==> config.mk <==
export PLATFORM = sky130hd
export DESIGN_NAME = store_narrow
export DESIGN_NICKNAME = d
export VERILOG_FILES = /design/src/rtl/store_narrow.sv
export SDC_FILE = /design/constraint.sdc
export NUM_CORES = 1
export LEC_CHECK = 0
export ABC_AREA = 1
export CORE_MARGIN = 2
export CORE_UTILIZATION = 40
export CTS_BUF_LIST = sky130_fd_sc_hd__clkbuf_8 sky130_fd_sc_hd__clkbuf_16
export DETAILED_ROUTE_END_ITERATION = 10
export SYNTH_ARGS = -nofsm -noshare
export SYNTH_HDL_FRONTEND = slang
export SYNTH_SLANG_ARGS = --single-unit
==> constraint.sdc <==
create_clock -name clk -period 6.88 [get_ports clk]
set_input_delay 0.688 -clock clk [delete_from_list [all_inputs] [get_ports clk]]
set_output_delay 0.688 -clock clk [all_outputs]
set_load 0.1 [all_outputs]
==> src/rtl/store_narrow.sv <==
// rtl/store_narrow.sv - store-side narrowing: fit check plus little-endian byte streaming
module store_narrow #(
  parameter int ADDR_W = 64
) (
  input  logic              clk,
  input  logic              reset_n,
  input  logic              req_valid,
  output logic              req_ready,
  input  logic [ADDR_W-1:0] req_addr,
  input  logic [63:0]       req_data,
  input  logic [1:0]        req_size,
  input  logic              req_signed,
  output logic              mem_we,
  output logic [ADDR_W-1:0] mem_addr,
  output logic [7:0]        mem_wdata,
  input  logic              mem_ack,
  output logic              done,
  output logic              fit
);

  typedef enum logic [1:0] {
    IDLE = 2'd0,
    SEND = 2'd1,
    DONE = 2'd2
  } state_t;

  state_t            state_q;
  logic [ADDR_W-1:0] base_q;
  logic [63:0]       data_q;
  logic [1:0]        size_q;
  logic [2:0]        cnt_q;
  logic              req_ready_q;
  logic              mem_we_q;
  logic [ADDR_W-1:0] mem_addr_q;
  logic [7:0]        mem_wdata_q;
  logic              done_q;
  logic              fit_q;

  logic              fit_d;
  logic [2:0]        cnt_d;
  logic [3:0]        nbytes;
  logic              last_beat;
  logic [5:0]        bit_sel_d;
  logic [7:0]        wdata_d;
  logic [ADDR_W-1:0] addr_d;

  // The value fits when extending its low w bits (signed or unsigned) rebuilds it exactly.
  function automatic logic fit_check(input logic [63:0] d, input logic [1:0] s, input logic sg);
    logic [63:0] ext;
    case (s)
      2'b00:   ext = sg ? {{56{d[7]}},  d[7:0]}  : {56'd0, d[7:0]};
      2'b01:   ext = sg ? {{48{d[15]}}, d[15:0]} : {48'd0, d[15:0]};
      2'b10:   ext = sg ? {{32{d[31]}}, d[31:0]} : {32'd0, d[31:0]};
      default: ext = d;
    endcase
    return ext == d;
  endfunction

  // Next-beat address/data and end-of-transfer detection from captured state.
  always_comb begin
    fit_d     = fit_check(req_data, req_size, req_signed);
    cnt_d     = cnt_q + 3'd1;
    nbytes    = 4'd1 << size_q;
    last_beat = ({1'b0, cnt_q} == (nbytes - 4'd1));
    bit_sel_d = {cnt_d, 3'b000};
    wdata_d   = data_q[bit_sel_d +: 8];
    addr_d    = base_q + ADDR_W'(cnt_d);
  end

  // Control FSM with all outputs registered.
  always_ff @(posedge clk or negedge reset_n) begin
    if (!reset_n) begin
      state_q     <= IDLE;
      base_q      <= '0;
      data_q      <= '0;
      size_q      <= 2'd0;
      cnt_q       <= 3'd0;
      req_ready_q <= 1'b1;
      mem_we_q    <= 1'b0;
      mem_addr_q  <= '0;
      mem_wdata_q <= 8'd0;
      done_q      <= 1'b0;
      fit_q       <= 1'b0;
    end else begin
      case (state_q)
        IDLE: begin
          if (req_valid) begin
            state_q     <= SEND;
            base_q      <= req_addr;
            data_q      <= req_data;
            size_q      <= req_size;
            cnt_q       <= 3'd0;
            fit_q       <= fit_d;
            req_ready_q <= 1'b0;
            mem_we_q    <= 1'b1;
            mem_addr_q  <= req_addr;
            mem_wdata_q <= req_data[7:0];
          end
        end
        SEND: begin
          // Without an ack every output simply holds its value.
          if (mem_ack) begin
            if (last_beat) begin
              state_q  <= DONE;
              mem_we_q <= 1'b0;
              done_q   <= 1'b1;
            end else begin
              cnt_q       <= cnt_d;
              mem_addr_q  <= addr_d;
              mem_wdata_q <= wdata_d;
            end
          end
        end
        DONE: begin
          state_q     <= IDLE;
          done_q      <= 1'b0;
          req_ready_q <= 1'b1;
        end
        default: begin
          state_q     <= IDLE;
          done_q      <= 1'b0;
          mem_we_q    <= 1'b0;
          req_ready_q <= 1'b1;
        end
      endcase
    end
  end

  assign req_ready = req_ready_q;
  assign mem_we    = mem_we_q;
  assign mem_addr  = mem_addr_q;
  assign mem_wdata = mem_wdata_q;
  assign done      = done_q;
  assign fit       = fit_q;

endmodule

==> results.json <==
{
  "post-route-util_pct": 51.4,
  "multi_input_area_sq_um": 5900,
  "setup_viol": 0,
  "htreeDepth": 1,
  "synth_fp_nets": 1943,
  "tightest_slew_ns": 1.01,
  "yosys_warnings": 0,
  "grt_util_all_layers_pct": 29.1,
  "crit_required_ns": 7.30,
  "syn-cell-area_sq_um": 12000,
  "synth-edff-count": 0,
  "fin_setup_tns_ns": 0,
  "clk_path_buf_depth": 3,
  "cts_buffers": 25,
  "power_mw": 8.99,
  "reg2reg_slack_ns": 2.86,
  "rr_startpoint": "cnt_q[1]",
  "overflow": 0,
  "ys.flop_type": "dfrtp_1",
  "arrival_ns": 4.44,
  "layout_common_cells": "nand2_1, nor2_1, dfrtp_1",
  "root_buffer": "clkbuf_16",
  "final_common_cell": "nand2_1",
  "routed_wirelength_um": 45100,
  "cts_tree": "done",
  "dpl.hpwl_um": 34500,
  "grt_max_degree": 96,
  "regArea_sq_um": 5280,
  "place_congestion": 1.00,
  "numPortBuffers": 210,
  "vias": 12300,
  "pwr_density_cell_nw_per_um2": 592,
  "path_clk_slew_ns": 0.06,
  "ys_seq_elements": 211,
  "path_max_fanout": 26,
  "boundaryPins": 211,
  "hold_buffers": 0,
  "rsz0062_at_grt": "false",
  "avgViaCountPerCell": 5.13,
  "max_freq_ghz": 0.249,
  "antenna_found_initial": 1,
  "yosysSeqAreaShare_pct": 44.1,
  "drc": 0,
  "end_kind": "flop",
  "post-place-ws_ns": 2.86,
  "coreArea_sq_um": 29600,
  "area_growth_pct": 26.7,
  "fin_skew_ns": 0.0195,
  "syn_inst": 1803,
  "ctsResizeCount": 0,
  "cts_setup_buffers": 0,
  "die_x_um": 177,
  "crit_path_start_kind": "flop",
  "ys_types": 34,
  "clock_latency_ns": 0.53,
  "finalHoldViolations": 0,
  "drv_slew": 0,
  "ys_async_sr_fraction_pct": 100,
  "dieArea_sq_um": 31400,
  "ir_drop_uv": 323,
  "rows": 63,
  "antenna_left": 0,
  "grt_pass1_wl_um": 69300,
  "wl_per_cell_um": 18.9,
  "drt_iter0_drc": 915,
  "period_share_pct": 58.5,
  "cts.sinks": 211,
  "syn-mean-instance-area_sq_um": 6.65,
  "worst_slack_ns": 2.86,
  "nFillCells": 3026,
  "r2r_cells": 13,
  "drt_first_pass_iters": 5,
  "max_slew_margin_pct": 32.4,
  "status": "finished, final reports clean",
  "drive_above_1_share_pct": 3.40,
  "fin_crit_ns": 4.02,
  "criticalPathCategory": "reg2reg",
  "nets": 2121,
  "p_leak_nw": 7.08,
  "rr_endpoint": "mem_addr[58]",
  "min_path_type": "in2async",
  "num_antenna_cells": 0,
  "grt_pass1_vias": 11900,
  "drv_cap": 0,
  "initial_utilization_pct": 40.6,
  "die_height_um": 177
}
[how the worst max path moves through the flow]
stage / start / end / slack [ns] / cells past startpoint
CTS: cnt_q[1] / mem_addr[58] / 2.84 / 13
detailed placement: cnt_q[1] / mem_addr[58] / 2.86 / 13
floorplan: cnt_q[0] / mem_addr[30] / 4.12 / 16
global placement: cnt_q[1] / mem_addr[58] / 2.91 / 13
finish: cnt_q[1] / mem_addr[58] / 2.86 / 13
global route: cnt_q[1] / mem_addr[58] / 2.51 / 13
[sequential cells by signal, indices dropped and copies added, names as in the netlist]
name       flops
mem_we         1
fit            1
done           1
base_q        64
cnt_q          3
state_q        2
size_q         2
mem_addr      64
req_ready      1
data_q        64
mem_wdata      8
[per-layer routing]
layer | vias up | share of wire [%] | track usage [%]
met4 | 0 | 2.9 | 8.13
met5 | - | 0 | 0
met1 | 5785 | 42 | 37.8
met3 | 64 | 5.4 | 3.50
li1 | 6020 | - | -
met2 | 395 | 49 | 51.0
[cells by family (layout without fill, tap and decap cells)]
group / Yosys count / count (layout) / share of synthesized area (%)
DFF: 211 / 211 / 44.1
xor gates and xnor gates: 14 / 14 / 1.02
AOI/OAI and AO/OA: 199 / 199 / 8.58
adders and majority gates: 5 / 5 / 0.585
and+or+nand+nor: 1171 / 1171 / 38.9
buffers and inverters: 203 / 399 / 6.81
[layout make-up]
type / instances / area share [%]
clock buffer: 32 / 4.75
inverter: 135 / 3.34
tap: 390 / 3.21
sequential: 211 / 34.8
multi-input combinational: 1389 / 38.8
timing repair buffer: 219 / 14.3
clock inverter: 13 / 0.782
[power by group]
part	leakage [nW]	switching [mW]	total [mW]	internal (mW)
sequential	2.60	0.543	2.43	1.88
combinational	4.05	3.87	5.21	1.34
clock	0.428	0.540	1.35	0.810
total	7.08	4.95	8.99	4.04
[worst max-delay path: stages, from the launching register on]
cell	delay (ns)
dfrtp_1	0.41
ha_1	0.85
clkinv_1	0.57
fa_1	0.59
inv_1	0.12
nand3_1	0.09
nand2_2	0.21
nand3b_1	0.32
nor2_1	0.40
nand2_1	0.10
nand2_1	0.06
nand3_1	0.06
nand2_1	0.09
nand2_1	0.05
[cell usage after synthesis, drive strengths merged (6+ instances only)]
master / n / area, sq um
buf: 35 / 185
nand2: 743 / 2790
clkbuf: 33 / 124
inv: 134 / 503
a21oi: 42 / 210
nor2: 279 / 1070
or2: 8 / 50.1
nand4: 35 / 219
nand3: 99 / 495
dfrtp: 210 / 5260
o21ai: 146 / 731
o211ai: 6 / 45.0
xor2: 10 / 87.6
[stage by stage]
step | hold WS, ns | area, sq um | std cells
after detailed placement | 0.456 | 14400 | 2344
final | 0.150 | 15200 | 2389
after global placement | 0.450 | 14400 | 2344
after global routing | 0.202 | 15200 | 2389
after CTS | 0.203 | 15200 | 2389
after floorplan | 0.392 | 12000 | 1803
(Power assumes the default switching activity.)
